$ cat config.mk
export PLATFORM = sky130hd
export DESIGN_NAME = gray_pattern_source
export DESIGN_NICKNAME = d
export VERILOG_FILES = /design/src/rtl/gray_pattern_source.sv
export SDC_FILE = /design/constraint.sdc
export NUM_CORES = 1
export LEC_CHECK = 0
export BUFFER_PORTS_ARGS = -buffer_cell sky130_fd_sc_hd__buf_2
export CORE_ASPECT_RATIO = 1.25
export CORE_MARGIN = 4
export CORE_UTILIZATION = 61
export CTS_CLUSTER_SIZE = 20
export DETAILED_ROUTE_END_ITERATION = 16
export PLACE_DENSITY = 0.95
export SLEW_MARGIN = 20
export SYNTH_ARGS = -nofsm -noshare
export SYNTH_HDL_FRONTEND = slang
export SYNTH_SLANG_ARGS = --single-unit
$ cat constraint.sdc
create_clock -name iCLK -period 5.18 [get_ports iCLK]
set_input_delay 0.259 -clock iCLK [delete_from_list [all_inputs] [get_ports iCLK]]
set_output_delay 0.259 -clock iCLK [all_outputs]
set_load 0.01 [all_outputs]
$ cat src/rtl/gray_pattern_source.sv
// Synthetic 12-bit grayscale frame generator with line/frame framing, used in
// place of the camera front end so downstream edge filters see known frames.
module gray_pattern_source #(
  parameter int unsigned H_ACTIVE  = 640,
  parameter int unsigned V_ACTIVE  = 480,
  parameter int unsigned H_BLANK   = 32,
  parameter int unsigned V_BLANK   = 4,
  parameter int unsigned BAR_SHIFT = 4
) (
  input  logic        iCLK,
  input  logic        iRST,
  input  logic        iEnable,
  input  logic [1:0]  iMode,
  input  logic [11:0] iLevel,
  output logic [11:0] oGray,
  output logic        oDVAL,
  output logic        oLVAL,
  output logic        oFVAL,
  output logic [10:0] oX,
  output logic [10:0] oY,
  output logic        oFrameDone
);

  typedef enum logic [1:0] {
    S_IDLE,
    S_ACTIVE,
    S_HBLANK,
    S_VBLANK
  } state_e;

  localparam logic [10:0] X_LAST  = 11'(H_ACTIVE - 1);
  localparam logic [10:0] Y_LAST  = 11'(V_ACTIVE - 1);
  localparam logic [15:0] HB_LAST = 16'(H_BLANK - 1);
  localparam logic [15:0] VB_LAST = 16'(V_BLANK - 1);

  state_e      state_q, state_d;
  logic [10:0] x_q, x_d;
  logic [10:0] y_q, y_d;
  logic [15:0] cnt_q, cnt_d;
  logic [1:0]  mode_q, mode_d;
  logic [11:0] level_q, level_d;
  logic        done_d;

  logic [11:0] gray_q;
  logic        dval_q;
  logic        fval_q;
  logic        done_q;

  function automatic logic [11:0] pattern_f(input logic [1:0]  mode,
                                            input logic [11:0] level,
                                            input logic [10:0] x,
                                            input logic [10:0] y);
    logic [11:0] g;
    g = level;
    case (mode)
      2'd0: g = level;
      2'd1: g = y[BAR_SHIFT] ? 12'hFFF : 12'h000;
      2'd2: g = {y[8:0], 3'b000};
      2'd3: g = (x[BAR_SHIFT] ^ y[BAR_SHIFT]) ? 12'hFFF : 12'h000;
    endcase
    return g;
  endfunction

  // NOTE: every always_comb output gets a default first, so no path can infer a latch.
  always_comb begin
    state_d = state_q;
    x_d     = x_q;
    y_d     = y_q;
    cnt_d   = cnt_q;
    mode_d  = mode_q;
    level_d = level_q;
    done_d  = 1'b0;
    case (state_q)
      S_IDLE: begin
        if (iEnable) begin
          state_d = S_ACTIVE;
          x_d     = '0;
          y_d     = '0;
          mode_d  = iMode;
          level_d = iLevel;
        end
      end
      S_ACTIVE: begin
        if (x_q == X_LAST) begin
          state_d = S_HBLANK;
          cnt_d   = '0;
        end else begin
          x_d = x_q + 11'd1;
        end
      end
      S_HBLANK: begin
        if (cnt_q == HB_LAST) begin
          if (y_q != Y_LAST) begin
            state_d = S_ACTIVE;
            x_d     = '0;
            y_d     = y_q + 11'd1;
          end else begin
            state_d = S_VBLANK;
            cnt_d   = '0;
            done_d  = 1'b1;
          end
        end else begin
          cnt_d = cnt_q + 16'd1;
        end
      end
      S_VBLANK: begin
        if (cnt_q == VB_LAST) begin
          // Frame boundary: the only point where enable, mode and level are sampled.
          x_d = '0;
          y_d = '0;
          if (iEnable) begin
            state_d = S_ACTIVE;
            mode_d  = iMode;
            level_d = iLevel;
          end else begin
            state_d = S_IDLE;
          end
        end else begin
          cnt_d = cnt_q + 16'd1;
        end
      end
      default: state_d = S_IDLE;
    endcase
  end

  // Outputs are registered from the next-state values so the first pixel
  // appears right after the edge that samples iEnable.
  // NOTE: sequential state uses non-blocking assignments only.
  always_ff @(posedge iCLK or posedge iRST) begin
    if (iRST) begin
      state_q <= S_IDLE;
      x_q     <= '0;
      y_q     <= '0;
      cnt_q   <= '0;
      mode_q  <= '0;
      level_q <= '0;
      gray_q  <= '0;
      dval_q  <= 1'b0;
      fval_q  <= 1'b0;
      done_q  <= 1'b0;
    end else begin
      state_q <= state_d;
      x_q     <= x_d;
      y_q     <= y_d;
      cnt_q   <= cnt_d;
      mode_q  <= mode_d;
      level_q <= level_d;
      dval_q  <= (state_d == S_ACTIVE);
      fval_q  <= (state_d == S_ACTIVE) || (state_d == S_HBLANK);
      gray_q  <= (state_d == S_ACTIVE) ? pattern_f(mode_d, level_d, x_d, y_d) : 12'h000;
      done_q  <= done_d;
    end
  end

  assign oGray      = gray_q;
  assign oDVAL      = dval_q;
  assign oLVAL      = dval_q;
  assign oFVAL      = fval_q;
  assign oX         = x_q;
  assign oY         = y_q;
  assign oFrameDone = done_q;

endmodule
Word level (Yosys, flattened, before mapping)

Index checks and enable logic that the tools add are counted.

Bits in latches: 0
Register bits: 69
Bits in writable memories: 0
Memories: 0
ROM bits: 0

Divide/modulo/power cells: 0
Add/subtract/negate cells: 3
Shifts and indexed selects: 0
Bitwise gates (word level): 1
Reduce and logical (&&, ||, !) cells: 8
Multiplexer cells: 36
Multiply operators: 0
Equality and inequality tests: 20
Magnitude comparators: 0

Operators by type and width:

| kind                                                                     | count |
|---|---|
| 11-bit 2-to-1 mux                                                        | 9 |
| 16-bit 2-to-1 mux                                                        | 4 |
| 12-bit 2-to-1 mux                                                        | 5 |
| 12-bit one-hot mux with 4 select lines                                   | 1 |
| 16-bit one-hot mux with 3 select lines                                   | 1 |
| 11-bit one-hot mux with 4 select lines                                   | 1 |
| 11-bit one-hot mux with 3 select lines                                   | 1 |
| 12-bit one-hot mux with 2 select lines                                   | 1 |
| 11-bit by 1-bit adder with 11-bit output, second input constant          | 2 |
| 16-bit by 1-bit adder with 16-bit output, second input constant          | 1 |
| 16-bit by 2-bit == test with 1-bit output, second input constant         | 1 |
| 16-bit by 5-bit == test with 1-bit output, second input constant         | 1 |
| 2-bit 2-to-1 mux                                                         | 7 |
| 2-bit inequality test, second input constant                             | 7 |
| 11-bit by 10-bit == test with 1-bit output, second input constant        | 1 |
| 11-bit by 9-bit inequality test with 1-bit output, second input constant | 1 |
| 2-bit == test, second input constant                                     | 5 |
| 5-bit AND reduction                                                      | 2 |
| 2-bit one-hot mux with 4 select lines                                    | 1 |
| 2-bit by 1-bit == test with 1-bit output, second input constant          | 3 |
| 3-bit nonzero test                                                       | 2 |
| 2-bit zero test                                                          | 2 |
| 1-bit 2-to-1 mux                                                         | 4 |
| 2-bit one-hot mux with 2 select lines                                    | 1 |
| 4 further kinds                                                          | 4 |

Depth between registers and ports, before layout

Gate-level depths: netlist of run 1.

Depth after elaboration: 8
Mapped depth: 14
Mapped depth without buffers: 13

Worst setup path after synthesis of run 1

No wires, ideal clock.

Path kind: register to register
Start: register cnt_q[6]
End: register gray_q[10], in the netlist oGray[10]
Path slack: 2.228 ns
Path buffers: 1
Library setup time: 0.127 ns
Stages on the path, launching flop included: 13
Arrival: 2.826 ns
Required time: 5.053 ns
Path through: dfrtp_1 > or4_4 > or4_1 > nor2_1 > and3_1 > nor2_1 > o22ai_1 > inv_1 > ha_1 > and3_1 > mux2i_1 > buf_4 > o31ai_1

Elaborated cells on any way between the ends: 25
Classes of those cells: eq/ne: 6; mux: 17; bitwise: 1; reduce/logical: 1

RTL lines:

| what                                                                                                   | line    | text |
|---|---|---|
| from (decl)                                                                                            | 39      | `logic [15:0] cnt_q, cnt_d;` |
| from (signal assigned)                                                                                 | 145     | `cnt_q <= cnt_d;` |
| 16-bit by 2-bit == test with 1-bit output or 16-bit by 5-bit == test with 1-bit output (tied branches) | 107, 92 |  |
| 2-bit 2-to-1 mux, on equally long branches                                                             | 107, 92 |  |
| 2-bit one-hot mux with 4 select lines *                                                                | 73      | `case (state_q)` |
| net state_d[1]                                                                                         | 36      | `state_e state_q, state_d;` |
| 2-bit by 1-bit == test with 1-bit output *                                                             | 150     | `gray_q <= (state_d == S_ACTIVE) ? pattern_f(mode_d, level_d, x_d, y_d) : 12'h000;` |
| 12-bit 2-to-1 mux *                                                                                    | 150     |  |
| to (signal assigned)                                                                                   | 150     |  |
| to (decl)                                                                                              | 44      | `logic [11:0] gray_q;` |

Mark *: on every way through the listed nets, which the timed path passes. The rest lies on a longest branch. The select of a mux whose other input is x is not followed.
A chain may end at the register's enable or synchronous reset.

Worst setup path in the final report of run 1

Start: register cnt_q[9]
End: register gray_q[11], in the netlist oGray[11]

The elaborated chain is that of the path after synthesis.

==> results of run 1 <==
==> metal layers <==
layer  up-vias  part of all wire  routed length, µm  global-route usage
met5         -                 0                  0                   0
met4         0             0.054                533              0.1721
met3        59             0.071                704             0.06711
met2       201              0.49               4886              0.4850
met1      1656              0.38               3758              0.3294
li1       1556                 -                  -                   -
==> tightest hold or removal path, cell delays in order <==
cell and delay, ns:
buf_2 0.10, inv_2 0.03, buf_4 0.65
==> final cells by class <==
type,count,area [µm²],area share
flip-flops and latches,69,1727,0.4055
clock inverters,5,85.08,0.01998
repair buffers,57,292.8,0.06876
multi-input cells,294,1846,0.4334
inverters,18,67.56,0.01587
clock buffers,10,137.6,0.03232
well taps,82,102.6,0.02410
==> per-stage QoR <==
stage | utilization | area (µm²)
after floorplan | - | 3706
after global placement | 0.6890 | 4035
after detailed placement | 0.6890 | 4035
after CTS | 0.7270 | 4258
after global routing | 0.7270 | 4258
final | 0.7270 | 4258
==> report_power, final <==
part | leakage [nW] | internal, mW | switching, mW
clock network | 0.109 | 0.283 | 0.212
registers | 0.944 | 0.635 | 0.0477
logic | 1.02 | 0.200 | 0.380
total | 2.07 | 1.12 | 0.640
==> worst paths after layout <==
path                                       start               endpoint  slack, ns  cells after the start
setup / recovery            cnt_q[9]$_DFFE_PP0P_    oGray[11]$_DFF_PP0_       1.25                     11
hold / removal                              iRST   level_q[0]$_DFF_PP0_       0.15                      3
setup reg to reg            cnt_q[9]$_DFFE_PP0P_    oGray[11]$_DFF_PP0_       1.25                     11
hold reg to reg            level_q[11]$_DFF_PP0_  level_q[11]$_DFF_PP0_       0.50                      1
max in group asynchronous                   iRST  cnt_q[15]$_DFFE_PP0P_       4.46                      3
min in group iCLK                      iLevel[0]   level_q[0]$_DFF_PP0_       0.15                      3
==> state kept, by name (all words and copies together), names as in the netlist <==
name,count
cnt_q,16
level_q,12
oGray,12
oX,11
oY,11
mode_q,2
state_q,2
oDVAL,1
oFVAL,1
oFrameDone,1
==> cells in the final DEF (no fill, tap or decap), types with 3 or more instances in the layout <==
cell,n
or4_1,6
ha_1,10
a31oi_1,5
nand3_1,20
inv_1,16
and2_1,5
a22oi_1,4
nand4_1,10
a21oi_1,10
nand2_1,40
buf_2,54
nor2b_1,3
o21ai_1,9
nor4_1,6
nor3_1,17
dfrtp_1,69
xor2_1,6
o21ai_0,22
mux2i_1,9
clkbuf_8,10
and3_1,8
o31ai_1,8
nor2_1,35
xnor2_1,7
a21o_1,4
a22o_1,10
or3_1,3
buf_4,3
==> cell families after synthesis <==
group | after synthesis | share of synthesized area
xor+xnor | 13 | 0.03072
buf+inv | 33 | 0.03612
simple gates | 168 | 0.2340
flops | 69 | 0.4659
fa+ha+maj | 10 | 0.03376
mux | 10 | 0.02735
compound gates | 93 | 0.1722
==> flow_summary.toml, run 1 <==
[global_routing]
gr-usage-all-layers = 0.2861
grt_first_pass_wirelength_um = 16660
overflow = 0
grt_max_degree = 70
antenna_found_initial = 0
grt_pass1_vias = 3521

[drt]
ant_nets = 0
wl_per_cell_um = 18.47
drt_wl_total_um = 9882
first_pass_iters = 5
drc = 0
viasPerCell = 6.490
drt_iter0_drc = 356
dr_total_vias = 3472

[cts]
hold_buffers = 0
h-tree-depth = 3
cts_tree = "done"
cts.sinks = 69
cts_setup_buffers = 0
ctsResizeCount = 0
path_clk_slew_ns = 0.08
clock_path_buffers = 2
clkLatencyLatePin_ns = 0.36
root_buffer = "clkbuf_8"
numCtsBuffers = 9

[floorplanning]
chipWidth_um = 77.72
rows = 31
die_y_um = 95.15
io_pins = 55
die_area_mm2 = 0.007394
start_util = 0.6328
core-area_mm2 = 0.005857

[timing]
timing.final.ws_setup_ns = 1.252
setup_tns_ns = 0
hold_viol_final = 0
clock_skew_ns = 0.01437
worst_pin_slew_ns = 0.8773
setup_viol = 0
timing.final.crit_share = 0.7583
slew_violations = 0
hold_slack_ns = 0.1453
relSlewSlack = 0.3984
fmax_ghz = 0.2546
rsz0062_at_grt = "false"
layout_min_cycle_time_ns = 3.928

[finish]
diodes = 0
layout-drive-gt1-share = 0.1898
fillers = 366
finalNetCount = 476
syn2layout_area_growth_pct = 14.89
final_cells = 535

[synth]
synth_top_cell_by_area = "dfrtp_1"
synth_nets = 423
synth_area_leaders = "dfrtp_1 47%, nand2_1 4.1%, nor2_1 3.5%, ha_1 3.4%, o21ai_0 3.0%"
synth_common_cells = "69 x dfrtp_1, 40 x nand2_1, 35 x nor2_1"
syn_avg_cell_area_um2 = 9.359
synth_warnings = 0
yosysUniqueCellTypes = 55
async_reset_ff_frac = 1.000
synth_most_common_cell = "dfrtp_1"
yosysSeqAreaShare = 0.4659
dominantRegCellSynth = "dfrtp_1"
synth-edff-count = 0
syn-cell-area_mm2 = 0.003706
ys_seq_elements = 69
netlist_instances = 396
synth_top_area_share = 0.4659

[setup_path]
cp-start-kind = "flop"
path_cells = "or4_1, or4_1, nor2_1, and3_1, nor2_1, o22ai_1, inv_1, ha_1, and3_1, mux2i_1, o21ai_0"
cp-end-kind = "flop"
cp_max_fo = 11
arrival_ns = 4.11
slowest_stage = "mux2i_1"
worstPathRequired_ns = 5.36
slowest_delay_ns = 0.69
critPathBufInv = 1
cp_top_family = "simple AND/OR/NAND/NOR gates"
critPathKind = "flop to flop"

[hold_path]
hp-class = "input port to async pin"

[place]
place_congestion = 0.9360
post-place-ws_ns = 1.427
place_hpwl_um = 6539
dp.cells = 520
io_buffers = 54

[power]
p_leak_nw = 2.071
power_density_mw_per_mm2 = 412.8
peakVddDrop_mv = 0.3665
total_power_mw = 1.758

[job]
drv_cap = 0

[outcome]
outcome = "finished, final reports clean"
No activity file was read; power rests on OpenSTA's default activity.
==> run 2: changes to the inputs <==
- ABC_AREA: not set -> 1
- CORE_UTILIZATION: 61 -> 53
- PLACE_DENSITY: 0.95 -> 0.87
- clock period: 5.18 -> 3.55 ns (I/O delays scaled with it)
==> run 2 against run 1 <==
  * Synthesized cell count is 38% higher
  * Register-to-register slack got worse by 0.48 ns
  * Clock power rose by 16%
  * Utilization is 10 points lower
  * Combinational power down 93%
  * Area after synthesis up 13%
  * First-iteration DRC count fell by 24%
  * Wire length is 0.99% higher
==> flow_summary.toml, run 2 <==
[timing]
slew_violations = 0
clock_skew_ns = 0.01287
worst_pin_slew_ns = 0.7264
timing.final.ws_setup_ns = 0.7710
rsz0062_at_grt = "false"
hold_slack_ns = 0.1587
fmax_ghz = 0.3598
hold_viol_final = 0
setup_tns_ns = 0
setup_viol = 0
layout_min_cycle_time_ns = 2.779
timing.final.crit_share = 0.7828
relSlewSlack = 0.5151

[synth]
yosysUniqueCellTypes = 45
ys_seq_elements = 69
netlist_instances = 545
synth_top_area_share = 0.4127
synthSimpleGateAreaFrac = 0.3101
dominantRegCellSynth = "dfrtp_1"
synth-adder-area-share = 0.02990
syn-cell-area_mm2 = 0.004184
synth_area_leaders = "dfrtp_1 41%, nand2_1 12%, inv_1 6.2%, nor2_1 4.7%, nand3_1 4.2%"
yosysSeqAreaShare = 0.4127
yosys-mux-area-fraction = 0.002392
synth_warnings = 0
synth_top_cell_by_area = "dfrtp_1"
async_reset_ff_frac = 1.000
synth_top_family_by_area = "simple AND/OR/NAND/NOR gates"
syn_avg_cell_area_um2 = 7.677
synth_xor_area_frac = 0.02093
synth-edff-count = 0
synth_nets = 572
synth_common_cells = "129 x nand2_1, 69 x dfrtp_1, 69 x inv_1"
synth_most_common_cell = "nand2_1"
synth_compound_area_frac = 0.1408

[cts]
numCtsBuffers = 9
clock_path_buffers = 2
clkLatencyLatePin_ns = 0.36
h-tree-depth = 3
ctsResizeCount = 0
path_clk_slew_ns = 0.08
cts_tree = "done"
root_buffer = "clkbuf_8"
cts.sinks = 69

[floorplanning]
start_util = 0.5555
io_pins = 55
die_area_mm2 = 0.009389
rows = 35
chipWidth_um = 87.47
core-area_mm2 = 0.007532
die_y_um = 107.3

[finish]
register_area_mm2 = 0.001727
multiInputGateArea_mm2 = 0.002110
regMostFlops = "cnt_q"
finalNetCount = 630
largest_reg_flops = 16
fillers = 658
diodes = 0
post-route-util = 0.6248
final_area_mm2 = 0.004706
layout-drive-gt1-share = 0.2007
syn2layout_area_growth_pct = 12.47
layout_commonest_cell = "nand2_1"
final_cell_mix = "129 x nand2_1, 69 x dfrtp_1, 68 x inv_1"
final_cells = 700

[setup_path]
slowest_delay_ns = 0.44
path_cells = "inv_1, ha_1, inv_1, nor4_1, nor2_1, a21oi_1, inv_1, ha_1, nand3_1, nor2_1"
cp_top_family = "adder cells"
path_common_cell = "inv_1"
cp_max_fo = 11
cp-end-kind = "flop"
cp-start-kind = "flop"
ff2ff_setup_slack_ns = 0.77
critPathKind = "flop to flop"
arrival_ns = 3.04
worstPathRequired_ns = 3.81
critPathBufInv = 3
slowest_stage = "ha_1"

[outcome]
outcome = "finished, final reports clean"

[power]
power_density_mw_per_mm2 = 297.4
p_leak_nw = 2.455
peakVddDrop_mv = 0.2652
total_power_mw = 1.400

[place]
io_buffers = 54
place_hpwl_um = 7494
dp.cells = 683
place_congestion = 0.9779
dpl-instance-area_mm2 = 0.004521
post-place-ws_ns = 0.8267

[drt]
drc = 0
dr_total_vias = 3900
first_pass_iters = 5
drt_wl_total_um = 9980
viasPerCell = 5.571
drt_iter0_drc = 270
ant_nets = 0
wirelength_met1_um = 4027
wl_per_cell_um = 14.26
dr_wl_met3_um = 616
highest_layer = "met4"
dr_wl_met2_um = 5114

[global_routing]
overflow = 0
grt_pass1_vias = 3736
grt_first_pass_wirelength_um = 16750
gr-usage-all-layers = 0.2243
antenna_found_initial = 0
grt_max_degree = 37

[job]
drv_cap = 0

[hold_path]
hp-class = "input port to flop"
==> run 2: final timing paths <==
check	from	end	cells after the start
min in group asynchronous	iRST	state_q[0]$_DFF_PP0_	3
setup / recovery	state_q[0]$_DFF_PP0_	oGray[1]$_DFF_PP0_	10
max in group asynchronous	iRST	oY[5]$_DFF_PP0_	4
setup reg to reg	state_q[0]$_DFF_PP0_	oGray[1]$_DFF_PP0_	10
hold / removal	iLevel[7]	level_q[7]$_DFF_PP0_	5
hold reg to reg	oX[3]$_DFFE_PP0P_	oX[3]$_DFFE_PP0P_	1
==> run 2: logic make-up after synthesis <==
kind of cell,after synthesis
AOI/OAI and AO/OA,97
xor gates and xnor gates,10
adders and majority gates,10
buffers and inverters,86
DFF,69
muxes,1
and+or+nand+nor,272
==> run 2: cell type report <==
type | count | share of cell area
well taps | 92 | 0.02446
clock buffers | 9 | 0.02632
flip-flops and latches | 69 | 0.3669
inverters | 77 | 0.06195
repair buffers | 56 | 0.06115
clock inverters | 7 | 0.01090
multi-input cells | 390 | 0.4483
==> run 2: what timing repair did <==
| item | CTS | global route |
|---|---|---|
| buffers inserted | 0 | 0 |
| hold buffers | 1 | 0 |
| endpoints found under the hold margin | 35 | 0 |
==> run 2: power breakdown <==
part / total (mW) / leakage [nW] / switching, mW / internal, mW
clock network: 0.576 / 0.0856 / 0.321 / 0.255
registers: 0.785 / 0.851 / 0 / 0.785
logic: 0.0381 / 1.52 / 0.0269 / 0.0112
total: 1.40 / 2.45 / 0.348 / 1.05
==> run 2: worst reg2reg max path, cell delays in order (launching register included) <==
cell     delay [ns]
dfrtp_1        0.42
inv_1          0.19
ha_1           0.44
inv_1          0.24
nor4_1         0.44
nor2_1         0.08
a21oi_1        0.20
inv_1          0.07
ha_1           0.35
nand3_1        0.20
nor2_1         0.06
==> run 2: per-layer routing <==
layer / up-vias / global-route usage
li1: 1907 / -
met1: 1844 / 0.2730
met2: 127 / 0.3825
met3: 22 / 0.05130
met4: 0 / 0.08224
met5: - / 0
